<file path="src/rtl/fetch_stage.sv">
// Instruction fetch stage: drives the next PC, issues in-order instruction
// memory requests, buffers the returned words with their PC, and presents
// them to decode over a valid/ready handshake.
module fetch_stage #(
    parameter logic [31:0] RESET_PC   = 32'h8000_0000,
    parameter int unsigned FIFO_DEPTH = 2
) (
    input  logic        clk,
    input  logic        rst,
    input  logic [31:0] pc_cur,
    output logic [31:0] pc_next,
    input  logic        redirect_valid,
    input  logic [31:0] redirect_pc,
    output logic        imem_req_valid,
    input  logic        imem_req_ready,
    output logic [31:0] imem_req_addr,
    input  logic        imem_rsp_valid,
    input  logic [31:0] imem_rsp_data,
    output logic        inst_valid,
    input  logic        inst_ready,
    output logic [31:0] inst_data,
    output logic [31:0] inst_pc
);

    localparam int unsigned PTR_W = (FIFO_DEPTH > 1) ? $clog2(FIFO_DEPTH) : 1;
    localparam int unsigned CNT_W = $clog2(FIFO_DEPTH + 1);
    localparam logic [CNT_W-1:0] DEPTH_C = CNT_W'(FIFO_DEPTH);

    logic [CNT_W-1:0] pend_cnt;
    logic [CNT_W-1:0] drop_cnt;
    logic [CNT_W-1:0] inst_cnt;
    logic [PTR_W-1:0] pend_wr;
    logic [PTR_W-1:0] pend_rd;
    logic [PTR_W-1:0] inst_wr;
    logic [PTR_W-1:0] inst_rd;

    logic [31:0] pend_mem      [FIFO_DEPTH];
    logic [31:0] inst_pc_mem   [FIFO_DEPTH];
    logic [31:0] inst_data_mem [FIFO_DEPTH];

    logic [CNT_W:0] occupancy;
    logic           has_credit;
    logic           req_fire;
    logic           rsp_take;
    logic           rsp_keep;
    logic           inst_pop;

    // Request issue, response classification and next-PC selection
    always_comb begin
        occupancy      = {1'b0, pend_cnt} + {1'b0, inst_cnt};
        has_credit     = occupancy < {1'b0, DEPTH_C};
        imem_req_valid = !rst && !redirect_valid && has_credit && (drop_cnt == '0);
        imem_req_addr  = pc_cur;
        req_fire       = imem_req_valid && imem_req_ready;
        // Responses with nothing outstanding belong to fetches abandoned by reset.
        rsp_take       = !rst && imem_rsp_valid && ((pend_cnt != '0) || (drop_cnt != '0));
        rsp_keep       = rsp_take && (drop_cnt == '0) && !redirect_valid;
        inst_valid     = (inst_cnt != '0);
        inst_pop       = inst_valid && inst_ready && !redirect_valid;
        inst_data      = inst_data_mem[inst_rd];
        inst_pc        = inst_pc_mem[inst_rd];
        pc_next        = pc_cur;
        if (rst)
            pc_next = RESET_PC;
        else if (redirect_valid)
            pc_next = redirect_pc;
        else if (req_fire)
            pc_next = pc_cur + 32'd4;
    end

    // Counters and FIFO pointers; redirect converts outstanding fetches to drops
    always_ff @(posedge clk) begin
        if (rst) begin
            pend_cnt <= '0;
            drop_cnt <= '0;
            inst_cnt <= '0;
            pend_wr  <= '0;
            pend_rd  <= '0;
            inst_wr  <= '0;
            inst_rd  <= '0;
        end else begin
            pend_wr <= pend_wr + PTR_W'(req_fire);
            pend_rd <= pend_rd + PTR_W'(rsp_take);
            if (redirect_valid) begin
                pend_cnt <= '0;
                drop_cnt <= drop_cnt + pend_cnt - CNT_W'(rsp_take);
                inst_cnt <= '0;
                inst_wr  <= '0;
                inst_rd  <= '0;
            end else begin
                pend_cnt <= pend_cnt + CNT_W'(req_fire)
                            - CNT_W'(rsp_take && (drop_cnt == '0));
                drop_cnt <= drop_cnt - CNT_W'(rsp_take && (drop_cnt != '0));
                inst_cnt <= inst_cnt + CNT_W'(rsp_keep) - CNT_W'(inst_pop);
                inst_wr  <= inst_wr + PTR_W'(rsp_keep);
                inst_rd  <= inst_rd + PTR_W'(inst_pop);
            end
        end
    end

    // Storage for pending request PCs and buffered instructions
    always_ff @(posedge clk) begin
        if (req_fire)
            pend_mem[pend_wr] <= imem_req_addr;
        if (rsp_keep) begin
            inst_pc_mem[inst_wr]   <= pend_mem[pend_rd];
            inst_data_mem[inst_wr] <= imem_rsp_data;
        end
    end

endmodule

</file>
<file path="config.mk">
export PLATFORM = sky130hd
export DESIGN_NAME = fetch_stage
export DESIGN_NICKNAME = d
export VERILOG_FILES = /design/src/rtl/fetch_stage.sv
export SDC_FILE = /design/constraint.sdc
export NUM_CORES = 1
export LEC_CHECK = 0
export BUFFER_PORTS_ARGS = -buffer_cell sky130_fd_sc_hd__buf_4
export CORE_UTILIZATION = 35
export DETAILED_ROUTE_END_ITERATION = 6
export GPL_ROUTABILITY_DRIVEN = 0
export PLACE_DENSITY = 0.55
export SYNTH_ARGS = -nofsm -noshare
export SYNTH_HDL_FRONTEND = slang
export SYNTH_SLANG_ARGS = --single-unit
</file>
<file path="constraint.sdc">
create_clock -name clk -period 3.1 [get_ports clk]
set_input_delay 0.155 -clock clk [delete_from_list [all_inputs] [get_ports clk]]
set_output_delay 0.155 -clock clk [all_outputs]
set_load 0.05 [all_outputs]
</file>
After elaboration in Yosys (flattened, before gate mapping)
Memories as Yosys holds them, arrays and structs flattened. A register that Yosys moved wholly into a read port is not among the register bits.
Cells that the tools add are included.
{"block": "totals", "ff_bits": 10, "ramBits": 192, "input_bits": 102, "out_inout_bits": 130, "word_cells": 54, "memories": 3}
{"block": "op_classes", "addsub": 13, "order_cmp": 1, "n_mux": 11, "n_reduce_logical": 19}
{"memory": "inst_data_mem", "words": 2, "word_bits": 32, "read_ports": 1, "rd_clocked_by_memory_dff": 1, "write_ports": 1, "line": "39", "text": "logic [31:0] inst_data_mem [FIFO_DEPTH];"}
{"memory": "inst_pc_mem", "words": 2, "word_bits": 32, "read_ports": 1, "rd_clocked_by_memory_dff": 1, "write_ports": 1, "line": "38", "text": "logic [31:0] inst_pc_mem [FIFO_DEPTH];"}
{"memory": "pend_mem", "words": 2, "word_bits": 32, "read_ports": 1, "rd_clocked_by_memory_dff": 1, "write_ports": 1, "line": "37", "text": "logic [31:0] pend_mem [FIFO_DEPTH];"}
{"operator": "$mux 32", "count": 3}
{"operator": "$add 32x3->32 const B", "count": 1}
{"operator": "$logic_and 1x1->1", "count": 11}
{"operator": "$sub 2x1->2", "count": 4}
{"operator": "$mux 1", "count": 7}
{"operator": "$reduce_bool 2->1", "count": 3}
{"operator": "$add 1x1->1", "count": 4}
{"operator": "$add 2x1->2", "count": 2}
{"operator": "$add 2x2->3", "count": 1}
{"operator": "$lt 3x2->1 const B", "count": 1}
{"operator": "$add 2x2->2", "count": 1}
{"operator": "$logic_not 1->1", "count": 2}
{"operator": "$logic_not 2->1", "count": 1}
{"operator": "$mux 2", "count": 1}
{"operator": "$reduce_or 2->1", "count": 1}
{"operator": "$logic_or 1x1->1", "count": 1}

Depth between registers and ports, before layout
Gate-level depths: netlist of the first run.
{"block": "depth", "ltp_word": 8, "ltp_mapped": 11, "ltp_nobuf": 10}

Least setup slack after synthesis of the first run
OpenSTA, ideal clock, no wires.
{"block": "synth_path", "kind": "flip-flop to output port", "start": "register pend_cnt[0]", "end": "output pc_next[9]", "arrival_ps": 2958, "required_time_ps": 2945, "path_slack_ps": -13, "path_stages_with_launch": 9, "path_buffers": 1, "cell_sequence": "dfxtp_1 -> and2_1 -> fa_1 -> nor4_4 -> nand3_2 -> buf_6 -> nor3_1 -> nor3_1 -> nor3_1"}
{"block": "synth_via", "elab_chain_cells": 8}
{"item": "start, declared", "line": "29", "text": "logic [CNT_W-1:0] pend_cnt;"}
{"item": "start signal, assigned", "line": "91", "text": "pend_cnt <= pend_cnt + CNT_W'(req_fire)"}
{"item": "$add 2x2->3", "line": "50", "text": "occupancy = {1'b0, pend_cnt} + {1'b0, inst_cnt};"}
{"item": "$lt 3x2->1", "line": "51", "text": "has_credit = occupancy < {1'b0, DEPTH_C};"}
{"item": "$logic_and 1x1->1 (2 in series)", "line": "52", "text": "imem_req_valid = !rst && !redirect_valid && has_credit && (drop_cnt == '0);"}
{"item": "$logic_and 1x1->1", "line": "54", "text": "req_fire = imem_req_valid && imem_req_ready;"}
{"item": "$mux 32", "line": "67", "text": "else if (req_fire)"}
{"item": "$mux 32", "line": "65", "text": "else if (redirect_valid)"}
{"item": "$mux 32", "line": "63", "text": "if (rst)"}
{"item": "end, declared", "line": "11", "text": "output logic [31:0] pc_next,"}
Every way passes these cells.

Worst setup path after layout of the first run
{"block": "layout_path", "start": "register pend_cnt[0]", "end": "output pc_next[18]"}
The elaborated chain is that of the path after synthesis.

==> tab_implementation.tex, run 1 <==
\begin{tabular}{lr}
\hline
Metric & Value \\
\hline
\multicolumn{2}{l}{\textbf{Timing}} \\
Final hold viol count & 0 \\
Final number of max-transition violations & 0 \\
Total negative setup slack & 0 ns \\
Worst Hold Slack & approximately 0.056 ns \\
Fin crit period & between 2 and 3 ns \\
Final-report setup violation count & 0 \\
Setup repair after global routing missed its margin & true \\
Final cycle utilization of the critical path & a little over nine tenths \\
Pin slew with the least headroom to its limit & 0.950 ns \\
Setup skew after layout & approximately 0.014 ns \\
Max Clock Freq & between 300 and 400 MHz \\
Relative max-transition margin & between 30\% and 40\% \\
\multicolumn{2}{l}{\textbf{Worst setup path}} \\
Reg-to-reg setup timing slack & 0.51 ns \\
Critical path endpoint category & output pin \\
Worst path arrival time & about 2.8 ns \\
Critical Path Slowest Stage Cell & sky130\_fd\_sc\_hd\_\_fa\_2 \\
Cell repeated most along the worst path & sky130\_fd\_sc\_hd\_\_buf\_6 \\
Crit-path max FO & 7 \\
Required time at the endpoint of the critical path & between 2 and 3 ns \\
Launching instance or port of the critical path & pend\_cnt[0] \\
Largest incremental delay on the critical path & $\sim$0.46 ns \\
Crit Reg-Reg Startpoint & pend\_cnt[0] \\
Startpoint Class & flop \\
WS Path Type & flop to output pin \\
Worst path cell trace & and2\_4, fa\_2, nor4\_4, buf\_4, nand3\_4, buf\_6, nor3b\_2, xor2\_1, o21a\_1, buf\_6 \\
\multicolumn{2}{l}{\textbf{Logic synthesis}} \\
Main combinational cell family by area after synthesis & multiplexers \\
Fraction of synthesis flops using an asynchronous set or reset pin & 0\% \\
Top flip-flop cell by instance count after synthesis & sky130\_fd\_sc\_hd\_\_edfxtp\_1 \\
Flop and latch count out of synthesis & 202 \\
Total standard cell area after synthesis & around 0.009 mm\^{}2 \\
Share of the synthesized area in compound gates (AO/OA/AOI/OAI) & under 10\% \\
Area share of and/or/nand/nor cells after synthesis & slightly below 7\% \\
Sequential cell area fraction in the yosys report & around 66\% \\
Count of flip-flops with a built-in enable after synthesis & 192 \\
Xor-xnor portion of the synthesized cell area & around 3.4\% \\
Share of cell area taken by muxes after synthesis & 12.7\% \\
Count of synthesis-stage warnings from yosys & 0 \\
Net count after synthesis & a little over 700 \\
Cells after Synth & 599 \\
Syn Area/Cell & about 15 um\^{}2 \\
Adder and majority gate portion of the synthesized area & about 1.9\% \\
Netlist cell types & 39 \\
\multicolumn{2}{l}{\textbf{Detailed routing}} \\
Detailed-route wire length per cell & 17.3 um \\
Aggregate routed wire length & approximately 21000 um \\
Antenna violation net count after detailed routing & 0 \\
Drt first pass iters & 4 \\
DRT iter0 DRCs & between 200 and 300 \\
Total vias in the final route & roughly 5700 \\
Post-route DRC violation count & 0 \\
Avg Vias per Cell & between 4 and 5 \\
\multicolumn{2}{l}{\textbf{Clocking}} \\
Clock latency reported for the late side of the worst-skew pair & 0.49 ns \\
CTS Buf Count & 22 \\
Clk slew on worst S/H paths & 0.06 ns \\
TritonCTS sink count & approximately 200 \\
CTS root buf & sky130\_fd\_sc\_hd\_\_clkbuf\_16 \\
Count of H-tree levels built during CTS & 1 \\
Maximum number of buffers from clock root to sink & 3 \\
Clock tree from TritonCTS & done \\
\multicolumn{2}{l}{\textbf{Floorplanning}} \\
Overall die width & 163 um \\
Initial Util & a little over a third \\
Ports & $\sim$230 \\
Full die area & approximately 0.026 mm\^{}2 \\
Die span in y & between 150 and 200 um \\
Core Footprint & 0.0253 mm\^{}2 \\
Site row count & 58 \\
\multicolumn{2}{l}{\textbf{Cells and area}} \\
\# diodes & 0 \\
Number of nets at the end of the flow & between 900 and 1000 \\
Most common library cell in the layout ignoring fill and taps & sky130\_fd\_sc\_hd\_\_buf\_4 \\
Area of all sequential standard cells & between 0.005 and 0.006 mm\^{}2 \\
Area delta synth->final & 37.5\% \\
Share of layout cells above drive strength 1 & a little under half \\
Commonest cells after routing, fill and taps aside & sky130\_fd\_sc\_hd\_\_buf\_4 (240), sky130\_fd\_sc\_hd\_\_edfxtp\_1 (192), sky130\_fd\_sc\_hd\_\_mux2\_2 (97) \\
Fill cells & 2217 \\
Multi-input logic area & approximately 0.0027 mm\^{}2 \\
\multicolumn{2}{l}{\textbf{Power and ir drop}} \\
Leakage Power & around 4.8 nW \\
Power per Cell Area & 496 mW/mm\^{}2 \\
Worst IR Drop VDD & about 0.37 mV \\
\multicolumn{2}{l}{\textbf{Global routing}} \\
Via count of the first global-routing pass & $\sim$5900 \\
Global-route wire length before repair & around 32000 um \\
Pin count of the biggest net entering global routing & between 60 and 70 \\
Tot GR Track Use & between 15 and 20\% \\
Global routing met3 resource utilization & about 2.2\% \\
Met2 Usage GRT & between 20\% and 30\% \\
Initial antenna violation count & 0 \\
Met1 usage & about a fifth \\
Layer carrying the most global-route usage & met2 \\
Aggregate global routing overflow & 0 \\
\multicolumn{2}{l}{\textbf{Placement}} \\
IO buf count & roughly 230 \\
Placed wire-length estimate & between 10000 and 15000 um \\
\multicolumn{2}{l}{\textbf{Run}} \\
\# Max-Cap Violations & 0 \\
\multicolumn{2}{l}{\textbf{Run status}} \\
Outcome & complete, no violations \\
\multicolumn{2}{l}{\textbf{Worst hold path}} \\
Worst min path class & primary input to flop \\
Start point of the worst min-delay path & inst\_ready \\
\hline
\end{tabular}
==> area by class of cell <==
class | instances | share of cell area, %
clock buffers | 25 | 4.69
clock inverters | 15 | 0.775
inverters | 35 | 1.06
multi-input cells | 302 | 21.6
flip-flops and latches | 202 | 48.0
well taps | 330 | 3.32
repair buffers | 314 | 20.5
==> flip-flops by register name, summed over array words and instances (netlist names) <==
register and count:
drop_cnt 2, inst_cnt 2, inst_data_mem 64, inst_pc_mem 64, inst_rd 1, inst_wr 1
pend_cnt 2, pend_mem 64, pend_rd 1, pend_wr 1
==> routing by layer <==
metal / vias up / part of all wire, %
met5: - / 0
met4: 0 / 1.3
met3: 22 / 5.2
met2: 163 / 51
met1: 2820 / 43
li1: 2735 / -
==> critical path: cells and delay by family (launching register included) <==
| kind | cells | cell delay (ns) |
|---|---|---|
| AND/OR/NAND/NOR | 4 | 0.67 |
| XOR/XNOR | 1 | 0.17 |
| AO/OA/AOI/OAI | 1 | 0.14 |
| adder cells (fa/ha/maj) | 1 | 0.46 |
| flip-flops | 1 | 0.32 |
| buffers and inverters | 3 | 0.55 |
==> timing repair <==
action	4_1_cts	5_1_grt
hold endpoints to repair	131	0
setup buffers	5	1
hold buffers	65	0
cloned	0	0
resized for setup	7	21
pin swaps	6	5
setup endpoints to repair	25	24
==> cell usage after synthesis, types with 2 or more instances <==
master                     instances  share of area, %
sky130_fd_sc_hd__nor2_1           20              0.83
sky130_fd_sc_hd__ha_1             12               1.7
sky130_fd_sc_hd__mux2_2           97                12
sky130_fd_sc_hd__nand4_1           2              0.14
sky130_fd_sc_hd__mux2i_1           6              0.66
sky130_fd_sc_hd__or2_2             2              0.14
sky130_fd_sc_hd__nor4_1            6              0.41
sky130_fd_sc_hd__dfxtp_1          10               2.2
sky130_fd_sc_hd__nor2b_1           3              0.21
sky130_fd_sc_hd__o21ai_0           3              0.17
sky130_fd_sc_hd__nor4_4            3              0.71
sky130_fd_sc_hd__nand2_1          14              0.58
sky130_fd_sc_hd__and4_1            5              0.48
sky130_fd_sc_hd__xnor2_1          11               1.1
sky130_fd_sc_hd__buf_6             4              0.50
sky130_fd_sc_hd__clkbuf_1         22              0.91
sky130_fd_sc_hd__nor4_2            2              0.28
sky130_fd_sc_hd__nand3_1           6              0.33
sky130_fd_sc_hd__or3_1             2              0.14
sky130_fd_sc_hd__and2_1            5              0.35
sky130_fd_sc_hd__nor3_1           17              0.94
sky130_fd_sc_hd__o21a_1           22               1.8
sky130_fd_sc_hd__inv_1            35               1.5
sky130_fd_sc_hd__nor3_2            2              0.22
sky130_fd_sc_hd__edfxtp_1        192                64
sky130_fd_sc_hd__buf_4            32               2.7
sky130_fd_sc_hd__nand3_2           2              0.22
sky130_fd_sc_hd__nand2b_1          2              0.14
sky130_fd_sc_hd__xor2_1           24               2.3
sky130_fd_sc_hd__nor3b_2           2              0.28
sky130_fd_sc_hd__a21oi_1          26               1.4
==> metrics by stage <==
step                total power [mW]  utilization [%]  setup WS, ns  instance area [um^2]  cells
global route                    6.39             49.3       -0.0411                 12400   1223
detailed placement              3.72             43.4         0.146                 10900   1112
floorplan                       3.48                -        0.0988                  9050    599
global placement                3.71             43.4         0.171                 10900   1112
CTS                             6.25             48.9       0.00253                 12300   1222
finish                          6.17             49.3         0.148                 12400   1223
==> kinds of logic after synthesis <==
group,Yosys count
fa+ha+maj,13
buf+inv,95
flops,202
mux,103
compound gates,53
xor+xnor,35
simple gates,98
==> final timing paths <==
path | cells after the start | to
max reg2reg | 12 | pend_cnt[1]
min reg2reg | 1 | inst_pc_mem[0][20]
max | 10 | pc_next[18]
min | 4 | inst_rd
==> power breakdown <==
group / total (mW) / internal, mW / switching [mW]
clock: 2.43 / 1.43 / 1.01
combinational: 0.708 / 0.296 / 0.412
sequential: 3.03 / 3.02 / 0.0156
Note: power is estimated with default switching activity, not from simulation.
==> inputs of run 2 (changes only) <==
GPL_TIMING_DRIVEN = 0   (was default)
==> run 2 against run 1 <==
Compared with the run above: final cell count up 3.9%; global-route usage up 1.5 points; worst hold slack better by 0.048 ns; sequential power about the same; critical path depth down 1; critical path type unchanged; first-iteration DRC count down 5.1%; routed wire length up 7.4%; critical endpoint is now pc_next[14]; highest routed layer unchanged; register-to-register slack worse by 0.27 ns; sequential share of layout area down 1.9 points.
==> tab_implementation.tex, run 2 (synthesis gave the netlist of run 1 again) <==
\begin{tabular}{lr}
\hline
Metric & Value \\
\hline
\multicolumn{2}{l}{\textbf{Worst setup path}} \\
Reg-to-reg setup timing slack & roughly 0.24 ns \\
Worst path arrival time & 2.87 ns \\
Buf+Inv Stages, Crit Path & 2 \\
Crit. path cell count & 9 \\
Critical Path Slowest Stage Cell & sky130\_fd\_sc\_hd\_\_or3\_1 \\
Crit Reg-Reg Startpoint & pend\_cnt[0] \\
Startpoint Class & flop \\
Required time at the endpoint of the critical path & slightly below 3 ns \\
Category of cells accounting for the largest share of critical-path delay & simple AND/OR/NAND/NOR gates \\
Worst path cell trace & and2\_4, fa\_2, nor4\_4, buf\_6, nand3\_4, or3\_1, a21o\_1, a21oi\_2, buf\_6 \\
Critical path endpoint category & output pin \\
Number of cell instances on the worst register-to-register path & 8 \\
Critical path endpoint & pc\_next[14] \\
Cell repeated most along the worst path & sky130\_fd\_sc\_hd\_\_buf\_6 \\
Largest incremental delay on the critical path & around 0.40 ns \\
Crit-path max FO & 6 \\
Launching instance or port of the critical path & pend\_cnt[0] \\
WS Path Type & flop to output pin \\
Worst reg2reg endpoint & pend\_mem[0][1] \\
\multicolumn{2}{l}{\textbf{Detailed routing}} \\
Detailed-route wire length per cell & $\sim$18 um \\
Total vias in the final route & around 5900 \\
Avg Vias per Cell & 4.68 \\
Antenna violation net count after detailed routing & 0 \\
DRT iter0 DRCs & 240 \\
Post-route DRC violation count & 0 \\
Aggregate routed wire length & about 23000 um \\
Drt first pass iters & 4 \\
\multicolumn{2}{l}{\textbf{Placement}} \\
Worst slack at placement & -0.00385 ns \\
IO buf count & between 200 and 250 \\
Post-placement cell count & 1161 \\
Placed wire-length estimate & roughly 16000 um \\
\multicolumn{2}{l}{\textbf{Cells and area}} \\
Area delta synth->final & 42.9\% \\
Largest registers & inst\_data\_mem x64, inst\_pc\_mem x64, pend\_mem x64 \\
Final Util & around half \\
Fill cells & between 2000 and 2500 \\
Commonest cells after routing, fill and taps aside & sky130\_fd\_sc\_hd\_\_buf\_4 (249), sky130\_fd\_sc\_hd\_\_edfxtp\_1 (192), sky130\_fd\_sc\_hd\_\_mux2\_2 (97) \\
Number of nets at the end of the flow & 1040 \\
Post-layout instance count excluding filler cells & between 1000 and 1500 \\
Most common library cell in the layout ignoring fill and taps & sky130\_fd\_sc\_hd\_\_buf\_4 \\
Multi-input logic area & 0.00274 mm\^{}2 \\
Area of all sequential standard cells & roughly 0.0060 mm\^{}2 \\
\# diodes & 0 \\
Share of layout cells above drive strength 1 & between 40\% and 50\% \\
\multicolumn{2}{l}{\textbf{Clocking}} \\
Clock tree from TritonCTS & done \\
Count of H-tree levels built during CTS & 1 \\
Clk slew on worst S/H paths & 0.06 ns \\
CTS root buf & sky130\_fd\_sc\_hd\_\_clkbuf\_16 \\
CTS Buf Count & 22 \\
Clock latency reported for the late side of the worst-skew pair & around 0.50 ns \\
Maximum number of buffers from clock root to sink & 3 \\
TritonCTS sink count & approximately 200 \\
\multicolumn{2}{l}{\textbf{Power and ir drop}} \\
Worst IR Drop VDD & between 0.2 and 0.3 mV \\
Internal power of the cells & between 4 and 5 mW \\
Proportion of power drawn by the clock network & about two fifths \\
Part of the power in combinational logic & around an eighth \\
Switching portion of total power & a little under a quarter \\
Leakage Power & 5.05 nW \\
Sw power & 1.47 mW \\
Power per Cell Area & around 490 mW/mm\^{}2 \\
Reg power frac & between 40 and 50\% \\
\multicolumn{2}{l}{\textbf{Floorplanning}} \\
Die span in y & 163 um \\
Initial Util & around 36\% \\
Overall die width & between 150 and 200 um \\
Ports & about 230 \\
Full die area & approximately 0.026 mm\^{}2 \\
Core Footprint & 0.0253 mm\^{}2 \\
Site row count & 58 \\
\multicolumn{2}{l}{\textbf{Timing}} \\
Setup skew after layout & between 0.01 and 0.015 ns \\
Pin slew with the least headroom to its limit & roughly 0.95 ns \\
Setup repair after global routing missed its margin & true \\
Fin crit period & around 3 ns \\
Final worst setup slack & 0.0793 ns \\
Max Clock Freq & $\sim$330 MHz \\
Relative max-transition margin & a little under two fifths \\
Final hold viol count & 0 \\
Final cycle utilization of the critical path & 97.4\% \\
Final number of max-transition violations & 0 \\
Total negative setup slack & 0 ns \\
Final-report setup violation count & 0 \\
\multicolumn{2}{l}{\textbf{Global routing}} \\
Pin count of the biggest net entering global routing & 61 \\
Global-route wire length before repair & 34500 um \\
Aggregate global routing overflow & 0 \\
Tot GR Track Use & 17.0\% \\
Via count of the first global-routing pass & 6217 \\
Initial antenna violation count & 0 \\
\multicolumn{2}{l}{\textbf{Worst hold path}} \\
Worst min path class & primary input to flop \\
Hold Path Cell Cnt & 4 \\
\multicolumn{2}{l}{\textbf{Run status}} \\
Outcome & complete, no violations \\
\multicolumn{2}{l}{\textbf{Run}} \\
\# Max-Cap Violations & 0 \\
\hline
\end{tabular}
run 2: cell types whose count changed in the layout (fill, tap and decap cells not counted), sizes merged:
cell / delta
bufinv: +1
clkinv: -7
buf: +27
clkbuf: +26
inv: +1
clkinvlp: +1
dlygate4sd3: -1
run 2: power by group through the flow:
stage | clock network, mW | logic, mW | registers, mW
after CTS | 2.61 | 0.777 | 3.02
after floorplan | 0 | 0.397 | 3.08
final | 2.54 | 0.773 | 3.02
after detailed placement | 0 | 0.684 | 3.08
after global routing | 2.73 | 0.819 | 3.03
after global placement | 0 | 0.672 | 3.08
run 2: what timing repair did:
| item | in CTS | in global routing |
|---|---|---|
| hold buffers | 64 | 0 |
| endpoints found under the hold margin | 128 | 0 |
| gates resized for setup | 43 | 5 |
| setup endpoints to repair | 59 | 62 |
| pin swaps | 17 | 6 |
| gates cloned | 1 | 0 |
| buffers inserted | 5 | 0 |
run 2: worst min-delay path by stage:
| stage | start | endpoint | slack [ns] |
|---|---|---|---|
| floorplan | imem_rsp_data[0] | inst_data_mem[0][0] | 0.25 |
| global placement | imem_rsp_data[1] | inst_data_mem[0][1] | 0.34 |
| detailed placement | imem_rsp_data[2] | inst_data_mem[1][2] | 0.34 |
| CTS | inst_ready | inst_rd | 0.07 |
| global route | inst_ready | inst_rd | 0.12 |
| finish | inst_ready | inst_rd | 0.10 |
run 2: routing by layer:
metal,global-route usage [%],vias to the layer above,wire [um]
li1,-,2827,-
met2,30.7,178,11700
met4,4.29,0,405
met1,21.2,2909,9390
met3,2.60,32,1270
met5,0,-,0
run 2: per-stage QoR:
| stage | power, mW | area, um^2 | hold WS (ns) |
|---|---|---|---|
| detailed placement | 3.77 | 11300 | 0.344 |
| finish | 6.34 | 12900 | 0.104 |
| global placement | 3.75 | 11200 | 0.341 |
| global route | 6.58 | 12900 | 0.122 |
| CTS | 6.41 | 12900 | 0.0728 |
| floorplan | 3.48 | 9050 | 0.254 |
run 2: cell type report:
cell class	count	area share, %
Buffer	60	3.05
Clock buffer	29	4.63
Clock inverter	11	0.842
Inverter	35	1.02
Multi-Input combinational cell	302	21.2
Sequential cell	202	46.2
Tap cell	330	3.19
Timing Repair Buffer	302	19.9
run 2: worst register-to-register path: stages, from the launching register on:
cell and delay [ns]:
sky130_fd_sc_hd__dfxtp_2 0.32, sky130_fd_sc_hd__and2_4 0.15, sky130_fd_sc_hd__fa_2 0.35, sky130_fd_sc_hd__nor4_4 0.29, sky130_fd_sc_hd__buf_6 0.16, sky130_fd_sc_hd__buf_4 0.12, sky130_fd_sc_hd__nand2_1 0.12, sky130_fd_sc_hd__inv_1 0.14
sky130_fd_sc_hd__ha_2 0.82
==> inputs of run 3 (changes only) <==
PLACE_DENSITY = 0.59   (was 0.55)
clock period = 2.95 ns   (was 3.1 ns; I/O delays follow)
==> run 3 against run 2 <==
Compared with the run above: worst hold slack lost 0.012 ns; highest routed layer unchanged; non-clock buffer count grew 9; die area is the same; register-to-register slack gained 0.06 ns; sequential share of layout area shrank 1.2 points; setup slack lost 0.19 ns; largest power group unchanged; the flow now finishes with violations (negative setup slack).
==> tab_implementation.tex, run 3 (synthesis gave the netlist of run 1 again) <==
\begin{tabular}{lr}
\hline
Metric & Value \\
\hline
\multicolumn{2}{l}{\textbf{Detailed routing}} \\
Aggregate routed wire length & 23000 um \\
DRT iter0 DRCs & around 310 \\
Antenna violation net count after detailed routing & 0 \\
Post-route DRC violation count & 0 \\
Avg Vias per Cell & 4.66 \\
Detailed-route wire length per cell & roughly 18 um \\
Drt first pass iters & 4 \\
Total vias in the final route & roughly 6000 \\
\multicolumn{2}{l}{\textbf{Worst hold path}} \\
Hold Path Sink & drop\_cnt[1] \\
Hold Path Cell Cnt & 4 \\
Worst min path class & primary input to flop \\
Start point of the worst min-delay path & redirect\_valid \\
\multicolumn{2}{l}{\textbf{Worst setup path}} \\
Worst reg2reg endpoint & pend\_mem[0][27] \\
Reg-to-reg setup timing slack & approximately 0.30 ns \\
Critical path endpoint category & output pin \\
Worst path arrival time & 2.91 ns \\
Startpoint Class & flop \\
Number of cell instances on the worst register-to-register path & 8 \\
Crit Reg-Reg Startpoint & pend\_cnt[0] \\
WS Path Type & flop to output pin \\
Required time at the endpoint of the critical path & about 2.8 ns \\
Crit-path max FO & 6 \\
\multicolumn{2}{l}{\textbf{Run}} \\
\# Max-Cap Violations & 0 \\
\multicolumn{2}{l}{\textbf{Cells and area}} \\
Final Util & about 53\% \\
Number of nets at the end of the flow & 1049 \\
Commonest cells after routing, fill and taps aside & sky130\_fd\_sc\_hd\_\_buf\_4 (238), sky130\_fd\_sc\_hd\_\_edfxtp\_1 (192), sky130\_fd\_sc\_hd\_\_mux2\_2 (97) \\
\# diodes & 0 \\
Area delta synth->final & 46.7\% \\
Share of layout cells above drive strength 1 & about half \\
Post-layout instance count excluding filler cells & around 1300 \\
Most common library cell in the layout ignoring fill and taps & sky130\_fd\_sc\_hd\_\_buf\_4 \\
Largest registers & inst\_data\_mem x64, inst\_pc\_mem x64, pend\_mem x64 \\
\multicolumn{2}{l}{\textbf{Timing}} \\
Setup repair after global routing missed its margin & true \\
Total negative setup slack & -0.474 ns \\
Final hold viol count & 0 \\
Max Clock Freq & 327 MHz \\
Worst Hold Slack & approximately 0.092 ns \\
Fin crit period & around 3 ns \\
Final number of max-transition violations & 0 \\
Final cycle utilization of the critical path & 104\% \\
Final worst setup slack & -0.107 ns \\
Setup skew after layout & about 0.0065 ns \\
Relative max-transition margin & 40.3\% \\
Pin slew with the least headroom to its limit & between 0.8 and 0.9 ns \\
Final-report setup violation count & 15 \\
\multicolumn{2}{l}{\textbf{Clocking}} \\
CTS Buf Count & 22 \\
Clock latency reported for the late side of the worst-skew pair & 0.50 ns \\
Clk slew on worst S/H paths & $\sim$0.060 ns \\
CTS root buf & sky130\_fd\_sc\_hd\_\_clkbuf\_16 \\
Clock tree from TritonCTS & done \\
Count of H-tree levels built during CTS & 1 \\
Maximum number of buffers from clock root to sink & 3 \\
TritonCTS sink count & about 200 \\
\multicolumn{2}{l}{\textbf{Floorplanning}} \\
Core Footprint & 0.0253 mm\^{}2 \\
Overall die width & around 160 um \\
Full die area & approximately 0.026 mm\^{}2 \\
Site row count & 58 \\
Ports & 232 \\
Die span in y & 163 um \\
Initial Util & between 30\% and 40\% \\
\multicolumn{2}{l}{\textbf{Global routing}} \\
Initial antenna violation count & 0 \\
Met2 Usage GRT & 29.7\% \\
Layer carrying the most global-route usage & met2 \\
Pin count of the biggest net entering global routing & 42 \\
Tot GR Track Use & between 10\% and 20\% \\
Global routing met3 resource utilization & 3.23\% \\
Via count of the first global-routing pass & 6085 \\
Global-route wire length before repair & 34200 um \\
Aggregate global routing overflow & 0 \\
Met1 usage & between 20\% and 30\% \\
\multicolumn{2}{l}{\textbf{Power and ir drop}} \\
Internal power of the cells & 5.12 mW \\
Proportion of power drawn by the clock network & a little under 40\% \\
Reg power frac & between 40\% and 50\% \\
Switching portion of total power & between 20\% and 30\% \\
Part of the power in combinational logic & about an eighth \\
Worst IR Drop VDD & roughly 0.38 mV \\
Sw power & between 1.5 and 2 mW \\
Leakage Power & approximately 5.3 nW \\
Power per Cell Area & 501 mW/mm\^{}2 \\
\multicolumn{2}{l}{\textbf{Placement}} \\
Placed wire-length estimate & 15300 um \\
Post-placement cell count & approximately 1200 \\
IO buf count & approximately 230 \\
\multicolumn{2}{l}{\textbf{Run status}} \\
Violations in the final reports & negative setup slack \\
Outcome & finished, violations left \\
\hline
\end{tabular}
run 3: worst max-delay path, stage by stage (launching register included):
cell	delay, ns
sky130_fd_sc_hd__dfxtp_2	0.31
sky130_fd_sc_hd__and2_4	0.15
sky130_fd_sc_hd__fa_2	0.36
sky130_fd_sc_hd__nor4_4	0.30
sky130_fd_sc_hd__buf_6	0.17
sky130_fd_sc_hd__nand3_4	0.15
sky130_fd_sc_hd__buf_12	0.22
sky130_fd_sc_hd__nor4_4	0.15
sky130_fd_sc_hd__xor2_1	0.26
sky130_fd_sc_hd__o21a_1	0.17
sky130_fd_sc_hd__buf_6	0.16
run 3: final cells by class:
class / instances / area [um^2]
buffer: 60 / 394
timing repair buffer: 311 / 2740
multi-input combinational: 302 / 2930
clock inverter: 9 / 67.6
sequential: 202 / 5970
inverter: 35 / 131
fill: 2167 / 12000
tap: 330 / 413
clock buffer: 31 / 636
run 3: what timing repair did:
action / 4_1_cts / 5_1_grt
hold buffers: 64 / 0
setup endpoints to repair: 42 / 30
pin swaps: 34 / 21
buffers inserted: 10 / 3
gates cloned: 1 / 0
endpoints found under the hold margin: 128 / 0
gates resized for setup: 76 / 23
run 3: worst max path at each step:
stage                      endpoint  slack (ns)  cells after the start   startpoint
2_1_floorplan   inst_data_mem[1][0]       -0.05                      5  drop_cnt[0]
3_3_place_gp   inst_data_mem[1][15]       -1.43                      5  drop_cnt[0]
3_5_place_dp             pc_next[9]       -0.11                      9  pend_cnt[0]
4_1_cts                 pc_next[19]       -0.24                     10  pend_cnt[0]
5_1_grt                 pc_next[29]       -0.22                     10  pend_cnt[0]
6_report                pc_next[29]       -0.11                     10  pend_cnt[0]
run 3: through the flow:
step | instance area, um^2 | power, mW | setup WS (ns)
CTS | 13200 | 6.73 | -0.241
detailed placement | 11300 | 3.96 | -0.113
finish | 13300 | 6.65 | -0.107
global placement | 11200 | 3.95 | -1.43
global route | 13300 | 6.89 | -0.219
floorplan | 9050 | 3.65 | -0.0512
run 3: routing by layer:
| layer | share of wire, % | up-vias |
|---|---|---|
| li1 | - | 2844 |
| met1 | 42 | 2908 |
| met2 | 50 | 196 |
| met3 | 6.7 | 22 |
| met4 | 1.0 | 0 |
| met5 | 0 | - |
run 3: power groups by stage:
| stage | clock network (mW) | logic, mW | registers, mW |
|---|---|---|---|
| after floorplan | 0 | 0.417 | 3.24 |
| after global placement | 0 | 0.710 | 3.24 |
| after detailed placement | 0 | 0.722 | 3.24 |
| after CTS | 2.71 | 0.838 | 3.18 |
| after global routing | 2.81 | 0.896 | 3.18 |
| final | 2.63 | 0.844 | 3.18 |
